### src/rtl/mul_seq_if.sv
// Start/busy handshake and product bus shared by the HI/LO controller and the multiplier.
interface mul_seq_if #(
    parameter int unsigned WIDTH = 32
);
    logic             start;
    logic             sign;
    logic [WIDTH-1:0] a;
    logic [WIDTH-1:0] b;
    logic [WIDTH-1:0] hi;
    logic [WIDTH-1:0] lo;
    logic             busy;
    logic             done;

    // Requester side (EX-stage HI/LO controller).
    modport master (
        output start, sign, a, b,
        input  hi, lo, busy, done
    );

    // Multiplier side.
    modport slave (
        input  start, sign, a, b,
        output hi, lo, busy, done
    );
endinterface

### src/rtl/mul_seq.sv
// Sequential radix-2 shift-add multiplier for MULT/MULTU; one product bit per falling edge.
module mul_seq #(
    parameter int unsigned WIDTH = 32
) (
    input  logic      clock,
    input  logic      resetn,
    mul_seq_if.slave  bus
);
    localparam int unsigned W  = WIDTH;
    localparam int unsigned CW = (W > 1) ? $clog2(W) : 1;

    typedef enum logic [1:0] {
        ST_IDLE = 2'd0,
        ST_RUN  = 2'd1,
        ST_FIX  = 2'd2
    } state_e;

    state_e          state_q, state_d;
    logic [W:0]      acc_q, acc_d;
    logic [W-1:0]    mq_q, mq_d;
    logic [W-1:0]    ma_q, ma_d;
    logic [CW-1:0]   count_q, count_d;
    logic            neg_q, neg_d;
    logic [W-1:0]    hi_q, hi_d;
    logic [W-1:0]    lo_q, lo_d;
    logic            busy_q, busy_d;
    logic            done_q, done_d;

    logic [W-1:0]    abs_a, abs_b;
    logic [W:0]      sum;
    logic [2*W-1:0]  prod_p, prod_n;

    // Operand magnitudes, partial-product sum and final sign fix-up.
    always_comb begin
        abs_a  = (bus.sign && bus.a[W-1]) ? W'(~bus.a + W'(1)) : bus.a;
        abs_b  = (bus.sign && bus.b[W-1]) ? W'(~bus.b + W'(1)) : bus.b;
        sum    = (W+1)'(acc_q + {1'b0, (mq_q[0] ? ma_q : W'(0))});
        prod_p = {acc_q[W-1:0], mq_q};
        prod_n = (2*W)'(~prod_p + (2*W)'(1));
    end

    // Next-state and next-output logic.
    always_comb begin
        state_d = state_q;
        acc_d   = acc_q;
        mq_d    = mq_q;
        ma_d    = ma_q;
        count_d = count_q;
        neg_d   = neg_q;
        hi_d    = hi_q;
        lo_d    = lo_q;
        busy_d  = busy_q;
        done_d  = 1'b0;
        case (state_q)
            ST_IDLE: begin
                if (bus.start) begin
                    ma_d    = abs_a;
                    mq_d    = abs_b;
                    neg_d   = bus.sign & (bus.a[W-1] ^ bus.b[W-1]);
                    acc_d   = '0;
                    count_d = '0;
                    busy_d  = 1'b1;
                    state_d = ST_RUN;
                end
            end
            ST_RUN: begin
                acc_d   = {1'b0, sum[W:1]};
                mq_d    = {sum[0], mq_q[W-1:1]};
                count_d = CW'(count_q + CW'(1));
                if (count_q == CW'(W-1)) begin
                    state_d = ST_FIX;
                end
            end
            ST_FIX: begin
                {hi_d, lo_d} = neg_q ? prod_n : prod_p;
                busy_d       = 1'b0;
                done_d       = 1'b1;
                state_d      = ST_IDLE;
            end
            default: begin
                state_d = ST_IDLE;
            end
        endcase
    end

    // State register; updates on the falling edge like the divider, reset discards any partial run.
    always_ff @(negedge clock) begin
        if (resetn) begin
            state_q <= ST_IDLE;
            acc_q   <= '0;
            mq_q    <= '0;
            ma_q    <= '0;
            count_q <= '0;
            neg_q   <= 1'b0;
            hi_q    <= '0;
            lo_q    <= '0;
            busy_q  <= 1'b0;
            done_q  <= 1'b0;
        end else begin
            state_q <= state_d;
            acc_q   <= acc_d;
            mq_q    <= mq_d;
            ma_q    <= ma_d;
            count_q <= count_d;
            neg_q   <= neg_d;
            hi_q    <= hi_d;
            lo_q    <= lo_d;
            busy_q  <= busy_d;
            done_q  <= done_d;
        end
    end

    assign bus.hi   = hi_q;
    assign bus.lo   = lo_q;
    assign bus.busy = busy_q;
    assign bus.done = done_q;
endmodule

### src/flat_wrapper.sv
// flat-port wrapper written by rule: the top's interface ports become plain ports
module mul_seq_flat 
#(
    parameter int unsigned WIDTH = 32
)
  (clock, resetn, bus_start, bus_sign, bus_a, bus_b, bus_hi, bus_lo, bus_busy, bus_done);
  mul_seq_if #(.WIDTH(WIDTH)) bus_i ();
  input  logic clock;
  input  logic resetn;
  input wire logic [$bits(bus_i.start)-1:0] bus_start;
  input wire logic [$bits(bus_i.sign)-1:0] bus_sign;
  input wire logic [$bits(bus_i.a)-1:0] bus_a;
  input wire logic [$bits(bus_i.b)-1:0] bus_b;
  output wire logic [$bits(bus_i.hi)-1:0] bus_hi;
  output wire logic [$bits(bus_i.lo)-1:0] bus_lo;
  output wire logic [$bits(bus_i.busy)-1:0] bus_busy;
  output wire logic [$bits(bus_i.done)-1:0] bus_done;
  assign bus_i.start = bus_start;
  assign bus_i.sign = bus_sign;
  assign bus_i.a = bus_a;
  assign bus_i.b = bus_b;
  assign bus_hi = bus_i.hi;
  assign bus_lo = bus_i.lo;
  assign bus_busy = bus_i.busy;
  assign bus_done = bus_i.done;
  mul_seq #(.WIDTH(WIDTH)) u_core (.clock(clock), .resetn(resetn), .bus(bus_i));
endmodule
### config.mk
export PLATFORM = sky130hd
export DESIGN_NAME = mul_seq_flat
export DESIGN_NICKNAME = d
export VERILOG_FILES = /design/src/rtl/mul_seq_if.sv /design/src/rtl/mul_seq.sv /design/src/flat_wrapper.sv
export SDC_FILE = /design/constraint.sdc
export NUM_CORES = 1
export LEC_CHECK = 0
export BUFFER_PORTS_ARGS = -buffer_cell sky130_fd_sc_hd__buf_2
export CELL_PAD_IN_SITES_DETAIL_PLACEMENT = 1
export CELL_PAD_IN_SITES_GLOBAL_PLACEMENT = 2
export CORE_ASPECT_RATIO = 1.75
export CORE_MARGIN = 10
export CORE_UTILIZATION = 37
export DETAILED_ROUTE_END_ITERATION = 6
export PLACE_DENSITY_LB_ADDON = 0.15
export SYNTH_ARGS = -nofsm -noshare
export SYNTH_HDL_FRONTEND = slang
export SYNTH_SLANG_ARGS = --single-unit
### constraint.sdc
create_clock -name clock -period 7.5 [get_ports clock]
set_input_delay 1.125 -clock clock [delete_from_list [all_inputs] [get_ports clock]]
set_output_delay 1.125 -clock clock [all_outputs]
set_load 0.01 [all_outputs]
**After elaboration in Yosys (flattened, before gate mapping)**

Cells that the tools add are included.
W data, S select, Z words.

- Latch bits: 0
- Memory bits (writable): 0
- Word-level logic and storage cells: 50
- Output and inout port bits: 66
- Memory bits (read-only): 0
- Input port bits: 68
- Memories: 0
- Flip-flop bits (word level): 171

- Multiplexer cells: 16
- Divide/modulo/power cells: 0
- Order comparisons: 0
- Equality and inequality tests: 5
- $add $sub $neg: 5
- Bitwise logic cells: 5
- Shift operators: 0
- Reduce and logical (&&, ||, !) cells: 9
- Multiply operators: 0

Operators with widths:

| kind | count |
|---|---|
| $mux W32 | 4 |
| $pmux W33 S2 | 1 |
| $add A32 B1 Y32 const B | 2 |
| $add A64 B1 Y64 const B | 1 |
| $mux W64 | 1 |
| $not A32 Y32 | 2 |
| $not A64 Y64 | 1 |
| $pmux W32 S2 | 1 |
| $add A33 B32 Y33 | 1 |
| $mux W33 | 1 |
| $pmux W5 S2 | 1 |
| $reduce_and A2 Y1 | 4 |
| $add A5 B1 Y5 const B | 1 |
| $eq A5 B5 Y1 const B | 1 |
| $mux W5 | 1 |
| $mux W2 | 2 |
| $pmux W2 S2 | 1 |
| $reduce_bool A2 Y1 | 2 |
| $eq A2 B1 Y1 const B | 1 |
| $eq A2 B2 Y1 const B | 1 |
| $logic_and A1 B1 Y1 | 2 |
| $logic_not A2 Y1 | 1 |
| $mux W1 | 2 |
| $ne A2 B1 Y1 const B | 1 |
| 4 further kinds | 4 |

**Logic depth before layout (Yosys ltp)**

- Word-level depth: 5
- Mapped depth: 13

==> summary.md <==
The number of endpoints failing setup at the final stage came out at 0. The number of hold buffers added after CTS was 0. The region available for standard cell placement spans 27900 um2.

Kind of path behind the tightest hold check: reg2reg. For this run, the number of Yosys warnings is 0. For the pin with the worst max-slew slack, the measured transition is 0.842 ns. The run gives 0.0235 ns as the worst setup skew after layout. The number of global-route vias before repair is 11900, and the overall die area is 35400 um2. In this run, post-CTS repair resized a total of 0 instances. The capturing element type of the critical path is a flop. Measured against its own limit, the worst slew margin works out to 43.4%. The clock reaches the later pin of the worst-skew pair after 0.49 ns. TritonCTS built the clock tree.

Clock-pin slew was measured on the worst setup and hold paths at 0.03 ns. Leaving out filler cells and counting taps, the final layout contains 1953. The cell count after placement is 1752, and the number of synthesized register bits is 170. The leakage power of the design is 5.71 nW, and the peak ir drop on the vdd network is 0.000187 V. The tools report the total nets after synthesis as 1413. The tree is rooted in a sky130_fd_sc_hd__clkbuf_16. The switching power of the nets was 923 uW.

Dividing the detail-routed wire length by the instance count gives 20.0 um. The run finished with clean final reports. From synthesis to final layout, the design area changed by 21.8%.

After synthesis the cells add up to 10400 um2. Grouping stages by cell kind, the critical path spends the most delay in simple AND/OR/NAND/NOR gates. For this run, asynchronously set or reset flops after synthesis account for 0%.

Cells with a size suffix above 1 make up 13.2% of the layout. For the final routed database, the setup TNS stands at 0 ns. The worst setup path is launched from an input pin.

In the final layout, the multi-input gates occupy 6610 um2. Of the synthesized area, sequential elements account for 32.8%. For the final weighted congestion in routability-driven placement, the log shows 0.858. The total number of H-tree levels was 4; the number of hold violations in the final report was 0.

The die is 242 um tall. The number of vias after detailed routing was 10800. In this run the horizontal extent of the chip is 147 um. Hold slack: 0.446 ns. For this block, the initial DRC count from the detailed router was 493. After synthesis, the netlist uses 64 different library cells. Summing all flip-flop and latch instances after layout gives 3400 um2. The total iterations of the first detailed-routing run is 6, and the number of buffer and inverter instances along the worst setup path is 1. The run gives 0 as the total congestion overflow.

Data on the critical path arrives at its endpoint at 3.29 ns. The count of filler cells inserted in the layout is 3547. Class of the most critical setup path: in2reg. Max-cap violations in this run came to 0.

The master of the slowest instance on the critical path was sky130_fd_sc_hd__or4_1. Traced cell by cell, the critical path runs through buf_2 > or3_1 > nor4_2 > nand4_1 > or4_1 > o21ai_0 > xor2_1 > o22ai_1. The launch point of the worst path is bus_b[4]. The worst hold path begins at u_core.bus.hi[19].

For the worst setup path, the data required time is 4.09 ns. Dividing the detail-routed via count by the number of cells gives 5.55. In this run the worst path has a maximum fanout of 5. The pin count of the biggest net entering global routing was 75. In this run the critical register-to-register path is launched from u_core.mq_q[9]. The net switching fraction of the power works out to 34.9%. The clock net in this run drives a total of 170 sinks. The largest buffer count on any clock path is 2, and the first-pass GRT wire length is 62200 um.

In this run the remaining antenna-violating nets after routing total 0. Sequential cells burn 37.5% of the power. The synthesized netlist cell count was 1307.

The logs give 0 for the count of pins over their slew limit and 0 for the antenna diode instance count. The number of setup buffers added after CTS is 0. Input and output buffers added on the ports amount to 133. The delay contributed by the slowest stage of the critical path works out to 0.57 ns. Number of nets in the final layout: 1673. The number of buffers created by CTS came out at 17. The cell row count was 81; the global-route usage over all layers was 21.8%. Setup repair after global routing left no endpoint under its margin. The dominant register cell in the synthesized netlist was sky130_fd_sc_hd__dfxtp_1. The share of total power in the clock network was 49.4%. The number of synthesized flops with an enable pin is 0. A synthesized cell averages 7.95 um2. Internal power comes to 1.72 mW. For this configuration, the core starts out at a cell density of 37.3%. Wire length reported by the detailed router: 39100 um. In the routed design, unresolved DRC markers number 0. For the detailed placer's ending HPWL, the log shows 29700 um. The number of antenna violations at the first check in global routing was 0; the combinational power share was 13.1%. Power spread over the standard cell area amounts to 209 nW/um2. In this run the count of I/O pins placed on the die edge is 134.
==> power by group through the flow <==
stage                     registers, mW  logic [mW]  clock network [mW]
after global placement             1.00       0.342               0.138
after global routing              0.993       0.384                1.48
after CTS                         0.993       0.349                1.36
after floorplan                   0.978       0.234               0.138
final                             0.993       0.346                1.31
after detailed placement           1.00       0.346               0.138
==> flip-flops by register name, indices dropped and copies added (netlist names) <==
register	count
u_core.acc_q	32
u_core.bus.busy	1
u_core.bus.done	1
u_core.bus.hi	32
u_core.bus.lo	32
u_core.count_q	5
u_core.ma_q	32
u_core.mq_q	32
u_core.neg_q	1
u_core.state_q	2
==> routing by layer <==
layer | vias to the layer above | part of all wire, % | track usage, %
met2 | 231 | 59 | 42.9
met3 | 62 | 3.2 | 5.72
met5 | - | 0 | 0
li1 | 5274 | - | -
met1 | 5263 | 35 | 19.3
met4 | 0 | 3.4 | 12.0
==> kinds of logic after synthesis <==
group	share of synthesized area (%)
flops	32.8
mux	0.193
simple gates	21.5
compound gates	25.3
fa+ha+maj	4.65
buf+inv	3.75
xor+xnor	11.8
==> area by class of cell <==
class,count,area share (%)
clock buffers,17,3.36
clock inverters,185,6.55
inverters,20,0.593
multi-input cells,1034,52.3
flip-flops and latches,170,26.9
well taps,373,3.69
repair buffers,154,6.63
==> layout by cell type, fill, tap and decap left out, drive strengths merged, types with 7 or more instances in the layout <==
| master | count |
|---|---|
| o21a | 7 |
| o41ai | 13 |
| o211ai | 8 |
| o21ai | 96 |
| or4 | 19 |
| buf | 154 |
| nor2 | 155 |
| or3 | 21 |
| nand2b | 11 |
| clkbuf | 17 |
| xor2 | 100 |
| and2 | 39 |
| inv | 197 |
| xnor2 | 40 |
| dfxtp | 170 |
| a22oi | 22 |
| a211oi | 62 |
| o22ai | 7 |
| nand3b | 7 |
| ha | 37 |
| and3 | 8 |
| a21oi | 68 |
| a31oi | 10 |
| or2 | 10 |
| nand2 | 117 |
| a222oi | 20 |
| o31ai | 36 |
| nor4 | 10 |
| nor2b | 10 |
| nor3 | 24 |
| a21o | 9 |
| nand3 | 19 |
==> cell usage after synthesis, drive strengths merged, types with 5 or more instances <==
| cell | instances | area, um2 |
|---|---|---|
| and2 | 39 | 244 |
| ha | 37 | 463 |
| a222oi | 20 | 200 |
| nand3b | 7 | 52.6 |
| xor2 | 100 | 876 |
| or2 | 10 | 65.1 |
| o22ai | 7 | 43.8 |
| inv | 21 | 78.8 |
| a21oi | 68 | 340 |
| buf | 13 | 51.3 |
| nor4 | 10 | 68.8 |
| a21o | 9 | 67.6 |
| o31ai | 36 | 284 |
| nand3 | 19 | 95.1 |
| or3 | 21 | 131 |
| o41ai | 13 | 121 |
| a31oi | 10 | 62.6 |
| dfxtp | 170 | 3400 |
| o21bai | 5 | 37.5 |
| nor2 | 155 | 582 |
| a22oi | 22 | 165 |
| o211ai | 8 | 60.1 |
| o21a | 7 | 52.6 |
| nand2 | 117 | 439 |
| and3 | 8 | 50.1 |
| a211oi | 62 | 465 |
| nand4 | 6 | 37.5 |
| o21ai | 96 | 480 |
| or4 | 19 | 154 |
| nor3 | 24 | 120 |
| xnor2 | 40 | 350 |
| nand2b | 11 | 68.8 |
| nor2b | 10 | 62.6 |
| clkbuf | 69 | 259 |
==> metrics by stage <==
stage	instance area [um2]	util, %	setup WS (ns)	power [mW]
after floorplan	10400	-	0.413	1.35
after global placement	11400	40.9	0.344	1.48
after detailed placement	11400	40.9	0.267	1.49
after CTS	12600	45.4	0.767	2.71
after global routing	12600	45.4	0.564	2.86
final	12600	45.4	0.802	2.65
==> final timing paths <==
path                       end  slack, ns  depth (start not counted)
max            u_core.mq_q[26]       0.80                          8
min          u_core.bus.hi[19]       0.45                          2
max reg2reg  u_core.bus.hi[19]       3.93                          7
min reg2reg  u_core.bus.hi[19]       0.45                          2
==> tightest hold or removal path: stages, from the launching register on <==
cell and delay (ns):
sky130_fd_sc_hd__dfxtp_1 0.31, sky130_fd_sc_hd__nand2_1 0.04, sky130_fd_sc_hd__o21ai_0 0.05
No activity file was read; power rests on OpenSTA's default activity.
